## src/rtl/fb_pkg.sv

```systemverilog
// Shared geometry, pixel type and FSM state encoding for the frame-buffer arbiter.
package fb_pkg;

    localparam int unsigned COLS       = 80;
    localparam int unsigned ROWS       = 60;
    localparam int unsigned AW         = 13;
    localparam int unsigned DW         = 16;
    localparam int unsigned STARVE_MAX = 4;

    typedef struct packed {
        logic [4:0] r;
        logic [5:0] g;
        logic [4:0] b;
    } rgb565_t;

    typedef enum logic {
        ST_CLEAR = 1'b0,
        ST_RUN   = 1'b1
    } fb_state_e;

endpackage

```

## src/rtl/fb_arbiter_if.sv

```systemverilog
// Display-read, capture-write, frame-clear and single-port RAM signals of the arbiter.
interface fb_arbiter_if #(
    parameter int unsigned AW = fb_pkg::AW,
    parameter int unsigned DW = fb_pkg::DW
);

    logic          rd_req;
    logic [6:0]    rd_x;
    logic [6:0]    rd_y;
    logic          rd_ack;
    logic          rd_valid;
    logic [DW-1:0] rd_data;

    logic          wr_valid;
    logic          wr_ready;
    logic [6:0]    wr_x;
    logic [6:0]    wr_y;
    logic [DW-1:0] wr_data;

    logic          clear_req;
    logic          busy;
    logic          wr_oob;

    logic          mem_en;
    logic          mem_we;
    logic [AW-1:0] mem_addr;
    logic [DW-1:0] mem_wdata;
    logic [DW-1:0] mem_rdata;

    // Arbiter side
    modport slave (
        input  rd_req, rd_x, rd_y, wr_valid, wr_x, wr_y, wr_data, clear_req, mem_rdata,
        output rd_ack, rd_valid, rd_data, wr_ready, busy, wr_oob,
               mem_en, mem_we, mem_addr, mem_wdata
    );

    // Client and RAM side
    modport master (
        output rd_req, rd_x, rd_y, wr_valid, wr_x, wr_y, wr_data, clear_req, mem_rdata,
        input  rd_ack, rd_valid, rd_data, wr_ready, busy, wr_oob,
               mem_en, mem_we, mem_addr, mem_wdata
    );

endinterface

```

## src/rtl/fb_addr_gen.sv

```systemverilog
// Pixel coordinate to linear RAM address, plus frame range check.
module fb_addr_gen #(
    parameter int unsigned COLS = 80,
    parameter int unsigned ROWS = 60,
    parameter int unsigned AW   = 13
) (
    input  logic [6:0]    i_x,
    input  logic [6:0]    i_y,
    output logic [AW-1:0] o_addr,
    output logic          o_in_range
);

    logic [AW-1:0] w_x;
    logic [AW-1:0] w_y;

    assign w_x = AW'(i_x);
    assign w_y = AW'(i_y);

    // 80 = 64 + 16, so the row offset is two shifts and an add
    generate
        if (COLS == 80) begin : g_shift
            assign o_addr = (w_y << 6) + (w_y << 4) + w_x;
        end else begin : g_mul
            assign o_addr = (w_y * AW'(COLS)) + w_x;
        end
    endgenerate

    assign o_in_range = (32'(i_x) < COLS) && (32'(i_y) < ROWS);

endmodule

```

## src/rtl/fb_arbiter.sv

```systemverilog
// Frame-buffer RAM arbiter: display reads, capture writes and frame clear share one port.
// Optional starvation guard for pending writes: define FB_ARB_FAIRNESS_EN.
module fb_arbiter #(
    parameter int unsigned COLS       = fb_pkg::COLS,
    parameter int unsigned ROWS       = fb_pkg::ROWS,
    parameter int unsigned AW         = fb_pkg::AW,
    parameter int unsigned DW         = fb_pkg::DW,
    parameter int unsigned STARVE_MAX = fb_pkg::STARVE_MAX
) (
    input  logic          clk,
    input  logic          rst,
    fb_arbiter_if.slave   bus
);

    import fb_pkg::*;

    localparam int unsigned   NPIX      = COLS * ROWS;
    localparam logic [AW-1:0] LAST_ADDR = AW'(NPIX - 1);

    fb_state_e     r_state;
    fb_state_e     w_state_nxt;

    logic [AW-1:0] r_clr_addr;
    logic [AW-1:0] w_clr_issue;

    logic [AW-1:0] w_rd_addr;
    logic [AW-1:0] w_wr_addr;
    logic          w_rd_inr;
    logic          w_wr_inr;

    logic          w_force;
    logic          w_rd_grant;
    logic          w_wr_grant;

    logic          w_mem_en;
    logic          w_mem_we;
    logic [AW-1:0] w_mem_addr;
    logic [DW-1:0] w_mem_wdata;

    logic          r_mem_en;
    logic          r_mem_we;
    logic [AW-1:0] r_mem_addr;
    logic [DW-1:0] r_mem_wdata;

    logic          r_p1_vld;
    logic          r_p1_inr;
    logic          r_p2_vld;
    logic          r_p2_inr;
    logic          r_busy;
    logic          r_wr_oob;

    fb_addr_gen #(.COLS(COLS), .ROWS(ROWS), .AW(AW)) u_rd_addr (
        .i_x        (bus.rd_x),
        .i_y        (bus.rd_y),
        .o_addr     (w_rd_addr),
        .o_in_range (w_rd_inr)
    );

    fb_addr_gen #(.COLS(COLS), .ROWS(ROWS), .AW(AW)) u_wr_addr (
        .i_x        (bus.wr_x),
        .i_y        (bus.wr_y),
        .o_addr     (w_wr_addr),
        .o_in_range (w_wr_inr)
    );

    // A clear request restarts the sweep from address 0 in the same cycle
    assign w_clr_issue = bus.clear_req ? '0 : r_clr_addr;

`ifdef FB_ARB_FAIRNESS_EN
    localparam int unsigned SW = $clog2(STARVE_MAX + 1);

    logic [SW-1:0] r_starve_cnt;

    assign w_force = (r_starve_cnt == SW'(STARVE_MAX)) && bus.wr_valid;

    always_ff @(posedge clk or negedge rst) begin
        if (!rst) begin
            r_starve_cnt <= '0;
        end else if ((r_state != ST_RUN) || !bus.wr_valid || w_wr_grant) begin
            r_starve_cnt <= '0;
        end else if (w_rd_grant && (r_starve_cnt != SW'(STARVE_MAX))) begin
            r_starve_cnt <= r_starve_cnt + SW'(1);
        end
    end
`else
    assign w_force = 1'b0;
`endif

    always_ff @(posedge clk or negedge rst) begin
        if (!rst) begin
            r_state <= ST_CLEAR;
        end else begin
            r_state <= w_state_nxt;
        end
    end

    always_comb begin
        w_state_nxt = r_state;
        case (r_state)
            ST_CLEAR: if (w_clr_issue == LAST_ADDR) w_state_nxt = ST_RUN;
            ST_RUN:   if (bus.clear_req)            w_state_nxt = ST_CLEAR;
            default:                                w_state_nxt = ST_CLEAR;
        endcase
    end

    // Grant and RAM command selection; out-of-range requests are granted with no access
    always_comb begin
        w_rd_grant  = 1'b0;
        w_wr_grant  = 1'b0;
        w_mem_en    = 1'b0;
        w_mem_we    = 1'b0;
        w_mem_addr  = '0;
        w_mem_wdata = '0;
        case (r_state)
            ST_CLEAR: begin
                w_rd_grant = bus.rd_req;
                w_mem_en   = 1'b1;
                w_mem_we   = 1'b1;
                w_mem_addr = w_clr_issue;
            end
            ST_RUN: begin
                w_rd_grant = bus.rd_req && !w_force;
                w_wr_grant = bus.wr_valid && !w_rd_grant;
                if (w_rd_grant && w_rd_inr) begin
                    w_mem_en   = 1'b1;
                    w_mem_addr = w_rd_addr;
                end else if (w_wr_grant && w_wr_inr) begin
                    w_mem_en    = 1'b1;
                    w_mem_we    = 1'b1;
                    w_mem_addr  = w_wr_addr;
                    w_mem_wdata = bus.wr_data;
                end
            end
            default: ;
        endcase
    end

    always_ff @(posedge clk or negedge rst) begin
        if (!rst) begin
            r_clr_addr <= '0;
        end else if (r_state == ST_RUN) begin
            r_clr_addr <= '0;
        end else begin
            r_clr_addr <= w_clr_issue + AW'(1);
        end
    end

    always_ff @(posedge clk or negedge rst) begin
        if (!rst) begin
            r_mem_en    <= 1'b0;
            r_mem_we    <= 1'b0;
            r_mem_addr  <= '0;
            r_mem_wdata <= '0;
            r_busy      <= 1'b1;
            r_wr_oob    <= 1'b0;
        end else begin
            r_mem_en    <= w_mem_en;
            r_mem_we    <= w_mem_we;
            r_mem_addr  <= w_mem_addr;
            r_mem_wdata <= w_mem_wdata;
            r_busy      <= (r_state == ST_CLEAR) || (w_state_nxt == ST_CLEAR);
            r_wr_oob    <= w_wr_grant && !w_wr_inr;
        end
    end

    // Two-stage read tag pipeline lines up with the RAM's one-cycle latency
    always_ff @(posedge clk or negedge rst) begin
        if (!rst) begin
            r_p1_vld <= 1'b0;
            r_p1_inr <= 1'b0;
            r_p2_vld <= 1'b0;
            r_p2_inr <= 1'b0;
        end else begin
            r_p1_vld <= w_rd_grant;
            r_p1_inr <= w_rd_grant && w_rd_inr && (r_state == ST_RUN);
            r_p2_vld <= r_p1_vld;
            r_p2_inr <= r_p1_inr;
        end
    end

    assign bus.rd_ack    = w_rd_grant;
    assign bus.wr_ready  = w_wr_grant;
    assign bus.rd_valid  = r_p2_vld;
    assign bus.rd_data   = r_p2_inr ? bus.mem_rdata : '0;
    assign bus.busy      = r_busy;
    assign bus.wr_oob    = r_wr_oob;
    assign bus.mem_en    = r_mem_en;
    assign bus.mem_we    = r_mem_we;
    assign bus.mem_addr  = r_mem_addr;
    assign bus.mem_wdata = r_mem_wdata;

endmodule

```

## src/flat_wrapper.sv

```systemverilog
// flat-port wrapper written by rule: the top's interface ports become plain ports
module fb_arbiter_flat import fb_pkg::*;
#(
    parameter int unsigned COLS       = fb_pkg::COLS,
    parameter int unsigned ROWS       = fb_pkg::ROWS,
    parameter int unsigned AW         = fb_pkg::AW,
    parameter int unsigned DW         = fb_pkg::DW,
    parameter int unsigned STARVE_MAX = fb_pkg::STARVE_MAX
)
  (clk, rst, bus_rd_req, bus_rd_x, bus_rd_y, bus_wr_valid, bus_wr_x, bus_wr_y, bus_wr_data, bus_clear_req, bus_mem_rdata, bus_rd_ack, bus_rd_valid, bus_rd_data, bus_wr_ready, bus_busy, bus_wr_oob, bus_mem_en, bus_mem_we, bus_mem_addr, bus_mem_wdata);
  fb_arbiter_if #(.AW(AW), .DW(DW)) bus_i ();
  input  logic clk;
  input  logic rst;
  input wire logic [$bits(bus_i.rd_req)-1:0] bus_rd_req;
  input wire logic [$bits(bus_i.rd_x)-1:0] bus_rd_x;
  input wire logic [$bits(bus_i.rd_y)-1:0] bus_rd_y;
  input wire logic [$bits(bus_i.wr_valid)-1:0] bus_wr_valid;
  input wire logic [$bits(bus_i.wr_x)-1:0] bus_wr_x;
  input wire logic [$bits(bus_i.wr_y)-1:0] bus_wr_y;
  input wire logic [$bits(bus_i.wr_data)-1:0] bus_wr_data;
  input wire logic [$bits(bus_i.clear_req)-1:0] bus_clear_req;
  input wire logic [$bits(bus_i.mem_rdata)-1:0] bus_mem_rdata;
  output wire logic [$bits(bus_i.rd_ack)-1:0] bus_rd_ack;
  output wire logic [$bits(bus_i.rd_valid)-1:0] bus_rd_valid;
  output wire logic [$bits(bus_i.rd_data)-1:0] bus_rd_data;
  output wire logic [$bits(bus_i.wr_ready)-1:0] bus_wr_ready;
  output wire logic [$bits(bus_i.busy)-1:0] bus_busy;
  output wire logic [$bits(bus_i.wr_oob)-1:0] bus_wr_oob;
  output wire logic [$bits(bus_i.mem_en)-1:0] bus_mem_en;
  output wire logic [$bits(bus_i.mem_we)-1:0] bus_mem_we;
  output wire logic [$bits(bus_i.mem_addr)-1:0] bus_mem_addr;
  output wire logic [$bits(bus_i.mem_wdata)-1:0] bus_mem_wdata;
  assign bus_i.rd_req = bus_rd_req;
  assign bus_i.rd_x = bus_rd_x;
  assign bus_i.rd_y = bus_rd_y;
  assign bus_i.wr_valid = bus_wr_valid;
  assign bus_i.wr_x = bus_wr_x;
  assign bus_i.wr_y = bus_wr_y;
  assign bus_i.wr_data = bus_wr_data;
  assign bus_i.clear_req = bus_clear_req;
  assign bus_i.mem_rdata = bus_mem_rdata;
  assign bus_rd_ack = bus_i.rd_ack;
  assign bus_rd_valid = bus_i.rd_valid;
  assign bus_rd_data = bus_i.rd_data;
  assign bus_wr_ready = bus_i.wr_ready;
  assign bus_busy = bus_i.busy;
  assign bus_wr_oob = bus_i.wr_oob;
  assign bus_mem_en = bus_i.mem_en;
  assign bus_mem_we = bus_i.mem_we;
  assign bus_mem_addr = bus_i.mem_addr;
  assign bus_mem_wdata = bus_i.mem_wdata;
  fb_arbiter #(.COLS(COLS), .ROWS(ROWS), .AW(AW), .DW(DW), .STARVE_MAX(STARVE_MAX)) u_core (.clk(clk), .rst(rst), .bus(bus_i));
endmodule
```

## config.mk

```make
export PLATFORM = sky130hd
export DESIGN_NAME = fb_arbiter_flat
export DESIGN_NICKNAME = d
export VERILOG_FILES = /design/src/rtl/fb_pkg.sv /design/src/rtl/fb_arbiter_if.sv /design/src/rtl/fb_addr_gen.sv /design/src/rtl/fb_arbiter.sv /design/src/flat_wrapper.sv
export SDC_FILE = /design/constraint.sdc
export NUM_CORES = 1
export LEC_CHECK = 0
export BUFFER_PORTS_ARGS = -buffer_cell sky130_fd_sc_hd__buf_2
export CAP_MARGIN = 20
export CORE_ASPECT_RATIO = 1.75
export CORE_MARGIN = 2
export CORE_UTILIZATION = 45
export DETAILED_ROUTE_END_ITERATION = 12
export GPL_TIMING_DRIVEN = 0
export PLACE_DENSITY = 0.77
export RECOVER_POWER = 100
export SYNTH_ARGS = -nofsm -noshare
export SYNTH_HDL_FRONTEND = slang
export SYNTH_HIERARCHICAL = 1
export SYNTH_SLANG_ARGS = --single-unit
```

## constraint.sdc

```tcl
create_clock -name clk -period 1.6 [get_ports clk]
set_input_delay 0.24 -clock clk [delete_from_list [all_inputs] [get_ports clk]]
set_output_delay 0.24 -clock clk [all_outputs]
set_load 0.02 [all_outputs]
```

==> results_dict.tcl <==
set metrics [dict create \
    antenna_cells 0 \
    grt_pass1_vias 2643 \
    drive_above_1_share_pct 29.55 \
    drc 0 \
    r2r_start "u_core/r_clr_addr[1]$_DFF_PN0_" \
    route.final.wire_length_mm 7.647 \
    worst_slew_margin_rel_pct 61.38 \
    grt_pass1_wl_mm 11.78 \
    fillCellCount 574 \
    ys_warn_count 6 \
    status "complete, but fails checks" \
    synth.distinct_cells 49 \
    power_leakage_nw 1.998 \
    ant_nets 0 \
    arrival_ns 2.22 \
    critPathKind "in -> reg" \
    chipWidth_um 66.38 \
    wire_per_inst_um 15.14 \
    vias 2656 \
    dp_hpwl_mm 5.802 \
    rsz0062_at_grt "true" \
    max_clock_freq_mhz 490.5 \
    syn_inst 293 \
    synth_nets 389 \
    portBuffers 107 \
    r2r_end "u_core/r_clr_addr[8]$_DFF_PN0_" \
    worstRegToRegCells 6 \
    synthToLayoutAreaGrowth_pct 30.54 \
    layoutNonFillerInstCount 505 \
    die_h_um 113.2 \
    place_congestion 0.8416 \
    grt_overflow 0 \
    ys_async_sr_fraction_pct 100.0 \
    vias_per_cell 5.259 \
    violations "setup timing" \
    rows 39 \
    wl_met1_mm 2.507 \
    tightest_slew_ns 0.5793 \
    startpoint_type "primary input" \
    cts-root-buf "clkbuf_16" \
    pin_count 117 \
    power_density_mw_per_mm2 771.9 \
    grt_max_degree 52 \
    syn_area_mm2 0.003064 \
    drt_first_iter_violations 122 \
    seqCellArea_mm2 0.001277 \
    skew_ns 0.005924 \
    start_util_pct 46.86 \
    multiInputGateArea_mm2 0.001677 \
    required_ns 1.78 \
    design.core.area_mm2 0.006539 \
    synth_edf_count 0 \
    cts_tree "yes" \
    synth_seq_area_share_pct 41.69 \
    clk_pin_slew_ns 0.07 \
    dr_wl_met2_mm 4.351 \
    setup_viol 14 \
    grtUsageTotal_pct 20.58 \
    wl_met3_um 591 \
    hp-class "in -> reg" \
    drv_slew 0 \
    syn_avg_cell_area_um2 10.46 \
    clock_sinks 51 \
    cts-buffers-inserted 5 \
    setup.worst_path.end "u_core/bus.mem_addr[11]$_DFF_PN0_" \
    startpoint "bus_rd_y[0]" \
    maxUsedRoutingLayer "met4" \
    synth_top_flop_cell "dfrtp_1" \
    clk_latency_ns 0.30 \
    ir_drop_mv 0.5166 \
    synth-seq-cells 51 \
    nets 518 \
    rrSetupSlack_ns -0.18 \
    fin_ws_ns -0.4386 \
    period_needed_ns 2.039 \
    fin_crit_sh_pct 127.4 \
    dp_cells 482 \
    hold_ws_ns 0.1415 \
    maxCapViolations 0 \
    worst-path-max-fanout 3 \
    clockBufferDepth 2 \
    antenna_found_initial 0 \
    firstDrtPassIters 4 \
    end_kind "flop" \
    dieArea_mm2 0.007512 \
    hold_viol 0 \
    cts_max_level 2 \
]
critical path: stages:
cell       delay (ns)
buf_6            0.10
fa_1             0.55
inv_1            0.06
fa_2             0.35
nor2b_2          0.11
o21ai_1          0.08
nand2b_1         0.16
a2111oi_2        0.09
nand3b_1         0.17
a221o_1          0.31
kinds of logic (layout without fill, tap and decap cells):
logic type	Yosys count	in the layout	share of synthesized area [%]
muxes	4	4	1.470
adders and majority gates	31	31	13.64
DFF	51	51	41.69
and+or+nand+nor	113	113	21.85
AOI/OAI and AO/OA	50	50	12.33
xor gates and xnor gates	12	12	3.430
buffers and inverters	32	162	5.594
cells in the final DEF, fill, tap and decap left out, types with 9 or more instances in the layout:
master / n
buf_2: 59
dfrtp_1: 50
clkbuf_1: 49
ha_1: 25
and2_1: 23
nor2_1: 18
buf_4: 17
inv_1: 14
and2_0: 13
nand2_1: 11
nor2b_1: 9
sequential cells by signal (all words and copies together) (netlist names):
signal	count
u_core/bus.mem_addr	13
u_core/bus.busy	1
u_core/bus.mem_we	1
u_core/r_clr_addr	13
u_core/r_p1_vld	1
u_core/bus.rd_valid	1
u_core/bus.wr_oob	1
u_core/r_p2_inr	1
u_core/bus.mem_wdata	16
u_core/bus.mem_en	1
u_core/r_state	1
u_core/r_p1_inr	1
cells in the mapped netlist (2+ instances only):
| library cell | instances | area share, % |
|---|---|---|
| dfrtp_1 | 50 | 41 |
| and2_1 | 36 | 7.4 |
| ha_1 | 27 | 11 |
| nor2_1 | 18 | 2.2 |
| inv_1 | 15 | 1.8 |
| nor2b_1 | 12 | 2.4 |
| a21oi_1 | 11 | 1.8 |
| nand2_1 | 11 | 1.3 |
| buf_4 | 10 | 2.4 |
| nand3_1 | 8 | 1.3 |
| xnor2_1 | 8 | 2.3 |
| a21o_1 | 7 | 1.7 |
| a22o_1 | 7 | 2.0 |
| o21ai_0 | 7 | 1.1 |
| a221o_1 | 5 | 1.6 |
| buf_2 | 5 | 0.82 |
| or3_1 | 5 | 1.0 |
| and3_1 | 4 | 0.82 |
| fa_1 | 4 | 2.6 |
| xor2_1 | 4 | 1.1 |
| mux2_2 | 3 | 1.1 |
| nand2b_1 | 3 | 0.61 |
| nand4_1 | 3 | 0.61 |
| nor4_2 | 3 | 1.2 |
| nand3b_1 | 2 | 0.49 |
| nor4_1 | 2 | 0.41 |
repair_timing:
| item | CTS | global route |
|---|---|---|
| pin swaps | 15 | 5 |
| setup endpoints to repair | 10 | 15 |
| setup buffers | 9 | 5 |
| hold endpoints to repair | 0 | 9 |
| gates resized for setup | 12 | 9 |
| hold buffers | 0 | 1 |
final cells by class:
cell class                      count  share of cell area (%)
Buffer                             16                   2.753
Clock buffer                        5                   3.128
Clock inverter                      3                  0.7194
Inverter                           15                   1.408
Multi-Input combinational cell    210                   41.91
Sequential cell                    51                   31.94
Tap cell                           82                   2.565
Timing Repair Buffer              123                   15.58
routing by layer:
metal,GRT usage [%],up-vias
met2,41.27,114
met1,18.70,1260
li1,-,1268
met3,3.678,14
met5,0,-
met4,9.252,0
where the power goes:
group          total (mW)  switching, mW  leakage, nW  internal (mW)
registers            1.32         0.0153        0.686           1.31
logic               0.670          0.343         1.24          0.327
clock network        1.09          0.498       0.0759          0.596
total                3.09          0.856         2.00           2.23
worst min path at each step:
stage | from | to | slack (ns) | cells after the start
5_1_grt | bus_wr_x[3] | u_core/bus.mem_addr[3]$_DFF_PN0_ | 0.14 | 2
3_3_place_gp | u_core/r_p1_inr$_DFF_PN0_ | u_core/r_p2_inr$_DFF_PN0_ | 0.33 | 0
2_1_floorplan | rst | u_core/bus.mem_addr[0]$_DFF_PN0_ | -0.06 | 0
4_1_cts | bus_rd_req | u_core/r_p1_vld$_DFF_PN0_ | 0.11 | 1
6_report | bus_wr_x[2] | u_core/bus.mem_addr[2]$_DFF_PN0_ | 0.14 | 2
3_5_place_dp | u_core/r_p1_vld$_DFF_PN0_ | u_core/bus.rd_valid$_DFF_PN0_ | 0.34 | 0
stage by stage:
stage	total power [mW]	utilization, %	setup TNS, ns	cell area [um^2]	setup slack, ns
6_report	3.088	61.17	-2.757	4000	-0.4386
5_1_grt	3.236	61.17	-5.201	4000	-0.5038
4_1_cts	3.081	61.06	-2.136	3993	-0.4414
3_5_place_dp	1.928	56.83	-8.147	3716	-0.8017
3_3_place_gp	1.904	56.83	-7.487	3716	-0.7618
2_1_floorplan	1.718	-	-2.355	3078	-0.5220
Note: power is estimated with default switching activity, not from simulation.
